## src/rtl/pipe_if_id_skid.sv

```systemverilog
// IF/ID pipeline register with valid/ready handshake and a one-entry skid buffer.
// The main register drives decode; the skid register catches the single beat that
// fetch can launch in the cycle decode starts stalling, so up_ready_o depends only
// on registered state. Flush inserts a NOP bubble. Saturating counters track stall
// and flush events.
module pipe_if_id_skid #(
   parameter int                 PC_W    = 32,
   parameter int                 INSTR_W = 32,
   parameter logic [INSTR_W-1:0] NOP     = 32'h00000013,
   parameter int                 CNT_W   = 16
) (
   input  logic               clk_i,
   input  logic               rst_i,
   input  logic               flush_i,
   input  logic               stall_i,
   input  logic               up_valid_i,
   output logic               up_ready_o,
   input  logic [PC_W-1:0]    pc_i,
   input  logic [INSTR_W-1:0] instruction_i,
   output logic               dn_valid_o,
   output logic [PC_W-1:0]    pc_o,
   output logic [INSTR_W-1:0] instruction_o,
   output logic [CNT_W-1:0]   stall_cnt_o,
   output logic [CNT_W-1:0]   flush_cnt_o
);

   typedef enum logic [1:0] {
      EMPTY = 2'd0,
      ONE   = 2'd1,
      FULL  = 2'd2
   } state_t;

   state_t             state_p1;
   logic               vld_p1;
   logic               rdy_p1;
   logic [PC_W-1:0]    pc_p1;
   logic [INSTR_W-1:0] instr_p1;
   logic [PC_W-1:0]    skid_pc_p1;
   logic [INSTR_W-1:0] skid_instr_p1;
   logic [CNT_W-1:0]   stall_cnt_p1;
   logic [CNT_W-1:0]   flush_cnt_p1;
   logic               accept;

   // Counters stick at all-ones instead of wrapping.
   function automatic logic [CNT_W-1:0] sat_inc(input logic [CNT_W-1:0] c);
      return (&c) ? c : c + 1'b1;
   endfunction

   assign accept        = up_valid_i && rdy_p1;
   assign up_ready_o    = rdy_p1;
   assign dn_valid_o    = vld_p1;
   assign pc_o          = pc_p1;
   assign instruction_o = instr_p1;
   assign stall_cnt_o   = stall_cnt_p1;
   assign flush_cnt_o   = flush_cnt_p1;

   // Handshake FSM, main/skid storage and performance counters; reset beats flush beats stall.
   always_ff @(posedge clk_i) begin
      if (rst_i) begin
         state_p1      <= EMPTY;
         vld_p1        <= 1'b0;
         rdy_p1        <= 1'b1;
         pc_p1         <= '0;
         instr_p1      <= NOP;
         skid_pc_p1    <= '0;
         skid_instr_p1 <= NOP;
         stall_cnt_p1  <= '0;
         flush_cnt_p1  <= '0;
      end else begin
         if (stall_i && vld_p1 && !flush_i)
            stall_cnt_p1 <= sat_inc(stall_cnt_p1);
         // Only flushes that actually throw away a real beat are counted.
         if (flush_i && (vld_p1 || (state_p1 == FULL) || accept))
            flush_cnt_p1 <= sat_inc(flush_cnt_p1);

         if (flush_i) begin
            state_p1 <= EMPTY;
            vld_p1   <= 1'b0;
            rdy_p1   <= 1'b1;
            instr_p1 <= NOP;
         end else begin
            case (state_p1)
               EMPTY: begin
                  if (accept) begin
                     pc_p1    <= pc_i;
                     instr_p1 <= instruction_i;
                     vld_p1   <= 1'b1;
                     state_p1 <= ONE;
                  end
               end
               ONE: begin
                  if (!stall_i) begin
                     if (accept) begin
                        pc_p1    <= pc_i;
                        instr_p1 <= instruction_i;
                     end else begin
                        vld_p1   <= 1'b0;
                        instr_p1 <= NOP;
                        state_p1 <= EMPTY;
                     end
                  end else if (accept) begin
                     // Decode stalled while fetch had a beat in flight: park it.
                     skid_pc_p1    <= pc_i;
                     skid_instr_p1 <= instruction_i;
                     rdy_p1        <= 1'b0;
                     state_p1      <= FULL;
                  end
               end
               FULL: begin
                  if (!stall_i) begin
                     pc_p1    <= skid_pc_p1;
                     instr_p1 <= skid_instr_p1;
                     rdy_p1   <= 1'b1;
                     state_p1 <= ONE;
                  end
               end
               default: begin
                  state_p1 <= EMPTY;
                  vld_p1   <= 1'b0;
                  rdy_p1   <= 1'b1;
                  instr_p1 <= NOP;
               end
            endcase
         end
      end
   end

endmodule

```

## config.mk

```make
export PLATFORM = sky130hd
export DESIGN_NAME = pipe_if_id_skid
export DESIGN_NICKNAME = d
export VERILOG_FILES = /design/src/rtl/pipe_if_id_skid.sv
export SDC_FILE = /design/constraint.sdc
export NUM_CORES = 1
export LEC_CHECK = 0
export ABC_AREA = 1
export CORE_ASPECT_RATIO = 0.5
export CORE_MARGIN = 1
export CORE_UTILIZATION = 52
export CTS_BUF_LIST = sky130_fd_sc_hd__clkbuf_4 sky130_fd_sc_hd__clkbuf_8
export DETAILED_ROUTE_END_ITERATION = 8
export PLACE_DENSITY = 0.83
export SLEW_MARGIN = 20
export SYNTH_ARGS = -nofsm -noshare
export SYNTH_HDL_FRONTEND = slang
export SYNTH_SLANG_ARGS = --single-unit
```

## constraint.sdc

```tcl
create_clock -name clk_i -period 1.9 [get_ports clk_i]
set_clock_uncertainty 0.1 [all_clocks]
set_input_delay 0.19 -clock clk_i [delete_from_list [all_inputs] [get_ports clk_i]]
set_output_delay 0.19 -clock clk_i [all_outputs]
set_load 0.01 [all_outputs]
```

# Word-level counts from Yosys, hierarchy flattened

Index checks and enable logic that the tools add are counted.
Widths: inputs -> output; s select.

Bits in registers: 164
Bits of input ports: 69
Output and inout port bits: 98
Word-level logic and storage cells: 69

Add/subtract/negate cells: 2
Eq/ne operators: 10
Muxes and demuxes: 23
Bitwise gates (word level): 5
Reduce and logical (&&, ||, !) cells: 20

Operator list:

| cell                  | number |
|---|---|
| $mux 32               | 7 |
| $pmux 32 s3           | 2 |
| $add 16x1->16 const B | 2 |
| $reduce_and 16->1     | 2 |
| $reduce_and 4->1      | 5 |
| $ne 2x2->1 const B    | 6 |
| $mux 2                | 5 |
| $mux 1                | 6 |
| $ne 3x3->1 const B    | 2 |
| $pmux 1 s3            | 2 |
| $pmux 2 s3            | 1 |
| $not 1->1             | 5 |
| $logic_and 1x1->1     | 4 |
| $reduce_and 2->1      | 2 |
| $reduce_and 3->1      | 1 |
| $reduce_bool 3->1     | 1 |
| $eq 2x1->1 const B    | 1 |
| $eq 2x2->1 const B    | 1 |
| $logic_not 2->1       | 1 |
| $logic_or 1x1->1      | 2 |
| $reduce_or 2->1       | 1 |
| $logic_not 1->1       | 1 |

# Longest topological paths before layout

Gate-level depths: netlist of the first run.

Word-level depth: 5
Depth in mapped cells: 10
Gate-level depth less buffers: 10

# Least setup slack after synthesis of the first run

Ideal clock, no wire load.

Path kind: register to register
Start point: reg flush_cnt_p1[0], in the netlist flush_cnt_o[0]
End point: reg flush_cnt_p1[11], in the netlist flush_cnt_o[11]
Setup time: 0.070 ns
Arrival: 1.440 ns
Required time: 1.730 ns
Setup slack: 0.290 ns
Cell stages (with the launch flop): 11
Path buffers: 1
Clock period less this slack: 1.610 ns
Path through: dfxtp_1 > ha_1 > nand2_1 > nor2_2 > nand2_1 > clkinv_1 > nand2_1 > nand2_1 > buf_2 > nand2_1 > a21oi_1

Cells in the longest elaborated chain, start to end: 3
Elaborated cells between the ends (all ways): 4
Those cells by class: add/sub: 1; bitwise: 1; reduce/logical: 2

RTL lines:

| element                                                               | line | source |
|---|---|---|
| start: declaration                                                    | 41   | `logic [CNT_W-1:0] flush_cnt_p1;` |
| start signal: assignment                                              | 74   | `flush_cnt_p1 <= sat_inc(flush_cnt_p1);` |
| parallel branches: the longest is 3 deep, another holds $add 16x1->16 | n/a  |  |

Several ways; the timed one is not identified.
A chain may end at the register's enable or synchronous reset.

# Worst setup path after layout of the first run

Start point: reg state_p1[0]
End point: reg pc_p1[21], in the netlist pc_o[21]

Cells in the longest elaborated chain, start to end: 3
Elaborated cells between the ends (all ways): 8
Those cells by class: eq/ne: 4; mux: 1; reduce/logical: 3

RTL lines:

| element                                                   | line | source |
|---|---|---|
| start: declaration                                        | 33   | `state_t state_p1;` |
| start signal: assignment                                  | 60   | `state_p1 <= EMPTY;` |
| start signal: assignment                                  | 77   | `state_p1 <= EMPTY;` |
| start signal: assignment                                  | 88   | `state_p1 <= ONE;` |
| $eq 2x1->1 (tied with other cells)                        | 82   | `case (state_p1)` |
| $ne 2x2->1 (no line) or $reduce_bool 3->1 (tied branches) | n/a  |  |
| $reduce_and 4->1 (no line)                                | n/a  |  |
| end signal: assignment                                    | 85   | `pc_p1 <= pc_i;` |
| end signal: assignment                                    | 94   | `pc_p1 <= pc_i;` |
| end signal: assignment                                    | 111  | `pc_p1 <= skid_pc_p1;` |
| end: declaration                                          | 36   | `logic [PC_W-1:0] pc_p1;` |

Several ways; a longest one is shown, not always the timed one.

==> metrics, run 1 <==
placed insts 1406; fraction of registers with async set/reset 0%; multiplexer share of the synthesized area 0%; root buf cell clkbuf_8; DRT met1 WL 8.719 mm; num ports ~170; Yosys top cell area share 45.33%; Routed WL approximately 20 mm; main combinational cell family by area after synthesis simple AND/OR/NAND/NOR gates; worst endpoint required time roughly 2100 ps; element type at the critical path end flop; Slew Viols, Final 0; top_reg_cell synth dfxtp_1; min-delay src instruction_i[9]; Max Cap Viol 0; DP HPWL 13.11 mm; die width 168.9 µm; EDFF count, synth 0; Yosys reg bits 164; Cell Pwr Density 739.8 mW/mm²; Leak between 3 and 4 nW; H-tree depth 4; largest net degree at the start of global routing 72; Post-route DRC 0; Hold Path Stages 3; Synth Area in XOR/XNOR around 1.5%; Yosys top cell by area dfxtp_1; first drt pass iteration count 7; CP Launch Type flop; slew margin rel. 57.36%; CTS tree done; Hold Path Class in2reg; min cycle time layout 1806 ps; aggregate global-route resource usage 27.10%; synthesized area between 0.007 and 0.008 mm²; Post-Synth Simple-Gate Area roughly a third; post-route insts no fill 1440; syn_nets 1141; Worst Hold Slack 193.4 ps; CP max FO 31; worst reg2reg path endpoint pc_o[21]$_SDFFE_PP0P_; Reg clk slew, reported paths about 90 ps; placeable core area 0.01359 mm²; met2 wire len slightly below 10 mm; Final Hold Viols 0; CP arrival between 2000 and 2500 ps; Top Metal Used met4; first-pass GRT wire length 31.54 mm; clock sink total around 160; TritonCTS Buffers 17; Synth Area in Adders less than 1%; vias per cell between 5 and 6; Starting DRT DRC Count 717; grt total ovfl 0; Synth area leaders dfxtp_1 (45%), nand2_1 (16%), nor2_1 (9.1%); most frequent cells after synthesis nand2_1 (312), nor2_1 (175), dfxtp_1 (164), o21ai_0 (93), a21oi_1 (88); total power draw 7.163 mW; starting density of the core 53.31%; via count 7500; worst-skew pair later-pin latency roughly 450 ps; Mapped Cells 1070; GP Congestion 0.9101; compound-cell area share of the yosys netlist 13.78%; Worst Reg-to-Reg Cells 10; Fillers 1087; met3 wire len 1.111 mm; hold path endpoint skid_instr_p1[9]$_SDFFE_PP0P_; sequential fraction of the synthesis area 45.33%; ANT nets after route 0; Util after Layout between 70% and 80%; CP Class reg2reg; Site Rows 30; initial antenna violation count 1; setup violators final 0; CTS max path bufs 2; Synthesis Warnings 0; status complete, no violations; Netlist cell types 28; die area 0.01443 mm²; reg2reg start state_p1[0]$_SDFFE_PP0P_; Max Clock Freq ~550 MHz; Worst R2R Setup Slack slightly above 90 ps; final period utilization 95.07%; layout overhead on the synthesized area 33.68%; vias in the first global route 6734; count leader, synth nand2_1; Port Buffers 166; Routed wire per std cell about 14 µm; share of layout cells above drive strength 1 7.538%; # nets final around 1300; Least-Margin Pin Slew 638.1 ps; worst ir drop on vdd 0.0004281 V; DIE HEIGHT 85.46 µm; synthesized area per cell 6.769 µm²
[worst max-delay path, cell delays in order (launching register included)]
cell	delay, ps
dfxtp_2	430
inv_2	40
nand2_1	120
inv_2	110
nand2_2	110
nand2_2	110
nor2_4	200
buf_12	210
nand3_1	120
nand2_1	90
nor2_1	40
[routing by layer]
metal  vias up  track usage, %
met3        30           5.457
met1      3499           34.07
met2       234           46.62
li1       3737               -
met4         0           9.421
met5         -               0
[layout make-up]
class / count / area, µm² / area share, %
multi-input cells: 779 / 3418 / 35.30
flip-flops and latches: 164 / 3287 / 33.94
repair buffers: 202 / 2053 / 21.20
inverters: 70 / 262.8 / 2.714
clock buffers: 18 / 241.5 / 2.494
well taps: 192 / 240.2 / 2.481
clock inverters: 14 / 177.7 / 1.835
diodes: 1 / 2.502 / 0.02584
[through the flow]
step / setup WS, ps / cell area [µm²] / setup TNS [ps]
finish: 93.59 / 9683 / 0
global route: -2.855 / 9683 / -2.855
CTS: 9.345 / 9638 / 0
detailed placement: -302.6 / 9214 / -9050
global placement: -261.8 / 9214 / -7181
floorplan: 289.9 / 7243 / 0
[timing repair]
| item | in CTS | in global routing |
|---|---|---|
| gates resized for setup | 1 | 6 |
| hold buffers | 0 | 0 |
| buffers inserted | 0 | 0 |
| pin swaps | 0 | 1 |
| cloned | 0 | 1 |
| setup endpoints to repair | 27 | 77 |
[worst max-delay path by stage]
stage / start / end
3_5_place_dp: up_valid_i / instruction_o[20]$_SDFFE_PP0P_
2_1_floorplan: flush_cnt_o[0]$_SDFFE_PP0P_ / flush_cnt_o[11]$_SDFFE_PP0P_
4_1_cts: state_p1[1]$_SDFFE_PP0P_ / instruction_o[6]$_SDFFE_PP0P_
5_1_grt: state_p1[1]$_SDFFE_PP0P_ / instruction_o[17]$_SDFFE_PP0P_
6_report: state_p1[0]$_SDFFE_PP0P_ / pc_o[21]$_SDFFE_PP0P_
3_3_place_gp: up_valid_i / instruction_o[13]$_SDFFE_PP0P_
[cells by family (layout without fill, tap and decap cells)]
family / count (synthesis) / after routing
XOR/XNOR: 12 / 12
adder cells (fa/ha/maj): 2 / 2
AND/OR/NAND/NOR: 568 / 568
flip-flops: 164 / 164
other: 0 / 1
AO/OA/AOI/OAI: 197 / 197
buffers and inverters: 127 / 304
[flip-flops by register name, indices dropped and copies added, names as in the netlist]
register	count
dn_valid_o	1
instruction_o	32
stall_cnt_o	16
pc_o	32
up_ready_o	1
flush_cnt_o	16
skid_instr_p1	32
skid_pc_p1	32
state_p1	2
[layout by cell type, fill, tap and decap left out, types with 9 or more instances in the layout]
cell,synthesis,routed
nand2_1,312,311
nor2_1,175,175
clkdlybuf4s50_1,0,166
dfxtp_1,164,161
o21ai_0,93,93
a21oi_1,88,88
inv_1,61,61
nand3_1,54,54
buf_4,13,26
clkbuf_8,0,17
o21ai_1,11,11
nand4_1,9,9
[report_power, final]
group / leakage, nW / switching [mW] / internal (mW)
Sequential: 1.33 / 0.0643 / 3.53
Clock: 0.193 / 1.36 / 1.33
Combinational: 2.33 / 0.437 / 0.438
Total: 3.85 / 1.86 / 5.30
Note: power is estimated with default switching activity, not from simulation.
==> inputs of run 2 (changes only) <==
- ABC_CLOCK_PERIOD_IN_PS: unset -> 1900
- CORE_UTILIZATION: 52 -> 60
- DONT_BUFFER_PORTS: unset -> 1
- PLACE_DENSITY: 0.83 -> 0.76
==> run 2 against run 1 <==
Effect of this change:
- the flow now finishes with violations (hold timing)
- largest cell class unchanged
- worst setup slack got worse by 57 ps
- die area fell by 13%
- power shrank 1.8%
==> metrics, run 2 (same netlist as run 1, synthesis figures left out) <==
clock share of power 39.0% (+1.5 points); worst endpoint required time 2160 ps (+30 ps); die area 0.01254 mm² (-13%); layout overhead on the synthesized area 22.34%; Routed WL 19.90 mm (+0.31%); CP Class reg2reg; reg2reg start state_p1[1]$_SDFFE_PP0P_; Cell Pwr Density 793.6 mW/mm² (+7.3%); commonest non-fill, non-tap cells in the layout nand2_1 (311), nor2_1 (174), dfxtp_1 (164); clock sink total 164 (unchanged); Routed wire per std cell 14.94 µm (+8.4%); CP Launch Type flop; Final Hold Viols 1 (+1); initial antenna violation count 1 (unchanged); Comb pwr share 9.2% (-3.0 points); die width 157.4 µm (-6.8%); placeable core area 0.01135 mm² (-16%); crit path from state_p1[1]$_SDFFE_PP0P_; aggregate global-route resource usage 31.45% (+4.4 points); Leak 3.687 nW (-4.3%); via count 7303 (-2.6%); status finished with violations; P_int 5.186 mW (-2.2%); crit path to skid_instr_p1[13]$_SDFFE_PP0P_; # nets final 1230 (-5.7%); setup violators final 0 (unchanged); Max Clock Freq 536.7 MHz (-3.0%); NetSw 1.845 mW (-0.82%); vias in the first global route 6707 (-0.40%); worst-skew pair later-pin latency 440 ps (about the same); Slew Viols, Final 0 (unchanged); H-tree depth 4 (unchanged); RSZ-0062 raised after global routing true; DIE HEIGHT 79.69 µm (-6.7%); DP Area 0.007624 mm² (-17%); Site Rows 27 (-10%); CTS tree done; Worst Hold Slack -8.302 ps (-201.7 ps); share of layout cells above drive strength 1 9.727% (+2.2 points); CP max FO 30 (-3.2%); Hold Path Class in2reg; Reg clk slew, reported paths 100 ps (about the same); Worst R2R Setup Slack 40 ps (-60 ps); first drt pass iteration count 5 (-2); grt total ovfl 0 (unchanged); min cycle time layout 1863 ps (+56.76 ps); root buf cell clkbuf_8; Switching Fraction 26.24% (+0.27 points); DP HPWL 11.67 mm (-11%); final cell area excluding filler cells 0.008861 mm² (-8.5%); Fin Setup TNS 0 ps (unchanged); worst reg2reg path endpoint skid_instr_p1[13]$_SDFFE_PP0P_; worst ir drop on vdd 0.0004772 V (+11%); vias per cell 5.483 (+5.3%); ANT nets after route 0 (unchanged); first-pass GRT wire length 31.41 mm (-0.42%); num ports 167 (unchanged); CTS max path bufs 2 (unchanged); Post-route DRC 0 (unchanged); CP arrival 2120 ps (+80 ps); largest net degree at the start of global routing 73 (+1.4%); final period utilization 98.06% (+3.0 points); element type at the critical path end flop; register share of total power 51.8% (+1.6 points); commonest non-fill, non-tap cell in the layout nand2_1; starting density of the core 63.81% (+11 points); Starting DRT DRC Count 632 (-12%); Least-Margin Pin Slew 953.3 ps (+315.2 ps); Port Buffers 0 (-100%); Worst Reg-to-Reg Cells 9 (-1); Max Cap Viol 0 (unchanged); failing checks hold timing; GP Congestion 0.8508 (-6.5%); TritonCTS Buffers 17 (unchanged); slew margin rel. 36.24% (-21 points)
[run 2: timing repair]
action	4_1_cts	5_1_grt
resized for setup	1	9
buffers inserted	0	0
endpoints found under the setup margin	2	69
endpoints found under the hold margin	153	0
gates cloned	0	3
pin swaps	0	0
hold buffers	69	0
[run 2: worst max-delay path: stages (launching register included)]
cell,delay [ps]
dfxtp_1,320
buf_4,170
inv_2,70
nand2_2,80
nor2_4,190
nand2_4,150
inv_4,130
buf_12,190
o21ai_0,150
a21oi_1,230
[run 2: final cells by class]
cell class,instances,area (µm²)
sequential,164,3283
timing repair buffer,127,1257
clock inverter,13,172.7
inverter,70,265.3
fill,859,2490
multi-input combinational,779,3426
tap,159,198.9
antenna,1,2.502
clock buffer,19,255.2
[run 2: worst min-delay path by stage]
| stage | from | to | slack [ps] | cells past startpoint |
|---|---|---|---|---|
| after CTS | rst_i | skid_instr_p1[4]$_SDFFE_PP1P_ | 20 | 3 |
| after global placement | rst_i | stall_cnt_o[4]$_SDFFE_PP0P_ | 170 | 1 |
| after floorplan | rst_i | stall_cnt_o[8]$_SDFFE_PP0P_ | 170 | 1 |
| final | flush_i | skid_pc_p1[31]$_SDFFE_PP0P_ | -8 | 3 |
| after detailed placement | rst_i | flush_cnt_o[10]$_SDFFE_PP0P_ | 170 | 1 |
| after global routing | flush_i | skid_pc_p1[31]$_SDFFE_PP0P_ | 5 | 3 |
[run 2: through the flow]
stage,setup slack (ps),std cells,utilization [%],power (mW)
floorplan,289.9,1070,-,4.078
global placement,-23.17,1227,67.16,4.181
detailed placement,-26.52,1227,67.16,4.195
CTS,20.82,1328,77.04,7.027
global route,-19.57,1332,78.06,7.325
finish,36.83,1332,78.06,7.032
[run 2: power groups by stage]
stage	clock [mW]	sequential, mW	combinational (mW)
after floorplan	0	3.70	0.377
after global placement	0	3.72	0.466
after detailed placement	0	3.72	0.476
after CTS	2.77	3.64	0.614
after global routing	2.95	3.65	0.727
final	2.74	3.64	0.650
[run 2: metal layers]
layer	track usage, %	vias to the layer above	routed length, µm
met4	10.49	0	367
li1	-	3595	-
met2	53.36	307	9453
met3	8.903	35	1879
met5	0	-	0
met1	38.56	3366	8198
==> patch: new RTL, flow settings as in run 2 <==
Set the parameter `PC_W` to 16 (it was 32).
--- a/src/rtl/pipe_if_id_skid.sv
+++ b/src/rtl/pipe_if_id_skid.sv
@@ -4,7 +4,7 @@
 // on registered state. Flush inserts a NOP bubble. Saturating counters track stall
 // and flush events.
 module pipe_if_id_skid #(
-   parameter int                 PC_W    = 32,
+   parameter int                 PC_W    = 16,
    parameter int                 INSTR_W = 32,
    parameter logic [INSTR_W-1:0] NOP     = 32'h00000013,
    parameter int                 CNT_W   = 16
Ports: changed (resized pc_i and pc_o); port bits go from 167 to 135. The function was not compared with the original's and may differ.
==> patch against run 2 <==
  * Power decreased by 12%
  * Final area is 18% lower
  * Sequential cell count shrank 32
  * Worst hold slack better by 0.060 ns
  * Core utilization shrank 1.5 points
  * Wire length down 22%
  * First-iteration DRC count is 44% lower
  * Count of clock-buffer cells in the layout down 2
  * Setup slack better by 0.13 ns
  * Maximum frequency up 7.6%
  * Area after synthesis fell by 18%
  * Via count shrank 18%
  * Largest cell class unchanged
  * Largest power group unchanged
==> patch: results (changes against run 2) <==
| Metric | Value |
|---|---|
| Worst VDD drop | 0.607 mV (+27%) |
| Ratio of cells with drive above 1 in the final layout | 10.8% (+1.1 points) |
| Hold Startpoint | up_valid_i |
| GPL Wtd Cong | 0.861 (+1.2%) |
| Clk_lat worst skew | 0.46 ns (+0.02 ns) |
| Hold path depth | 4 (+1) |
| Synth Area in XOR/XNOR | 1.77% (+0.32 points) |
| GR Util met2 | 53.1% (-0.26 points) |
| Largest net degree at the start of global routing | 50 (-32%) |
| Mapped Cells | 888 (-17%) |
| Top post-synthesis cells by area | dfxtp_1, nand2_1, nor2_1 |
| Worst-path fanout max | 49 (+63%) |
| Crit path arrival time | 1.98 ns (-0.14 ns) |
| Synth cell types | 27 (-3.6%) |
| First-pass GRT wire length | 25.5 mm (-19%) |
| Hpwl dp | 9.65 mm (-17%) |
| Signal buf overhead | 12.5% (-1.7 points) |
| R2R depth | 8 (-1) |
| Power Dens Cells | 846 nW/um2 (+6.7%) |
| Top cells by count, synth | nand2_1, nor2_1, dfxtp_1 |
| Hold path endpoint | dn_valid_o |
| Seq/Total Area, Yosys | 44.4% (-0.91 points) |
| Fillers | 714 (-17%) |
| Worst slew margin | 36.6% (+0.35 points) |
| Hold WS | 0.0519 ns (+0.0602 ns) |
| Inverter count | 56 (-20%) |
| Bufs w/o clock | 101 (-20%) |
| Synth Net Count | 943 (-17%) |
| P_leak | 3.02 nW (-18%) |
| Area occupied by multi-input gates | 2900 um2 (-15%) |
| Number of vias per cell | 5.36 (-2.2%) |
| ClkCell Share | 6.34% (+1.5 points) |
| Status | finished clean |
| Met1 usage | 38.2% (-0.37 points) |
| RR Endpoint | skid_instr_p1[5] |
| GRT Overall Usage | 31.6% (+0.11 points) |
patch: worst max-delay path by stage:
stage                   startpoint                to  slack (ns)  depth (start not counted)
finish                       rst_i          pc_o[12]        0.17                          5
global route        flush_cnt_o[4]    flush_cnt_o[1]        0.04                          7
CTS                     up_ready_o  skid_instr_p1[5]         0.1                          7
detailed placement  stall_cnt_o[0]   stall_cnt_o[13]       -0.07                          9
global placement    stall_cnt_o[0]   stall_cnt_o[15]      -0.007                          9
floorplan           flush_cnt_o[0]   flush_cnt_o[10]        0.19                          9
patch: routing by layer:
layer  share of wire, %  routed length, um
met5                  0                  0
met1                 44               6740
met2                 47               7200
met4                1.8                284
met3                8.1               1250
patch: what timing repair did:
action                                  in CTS  in global routing
gates resized for setup                      1                  7
endpoints found under the setup margin      11                 30
pin swaps                                    0                  0
setup buffers                                0                  0
hold endpoints to repair                   123                  0
hold buffers                                52                  0
patch: critical path: stages:
cell           delay (ns)
dlygate4sd3_1        1.16
inv_2                0.06
buf_4                0.29
o21ai_0              0.17
nor2_1               0.07
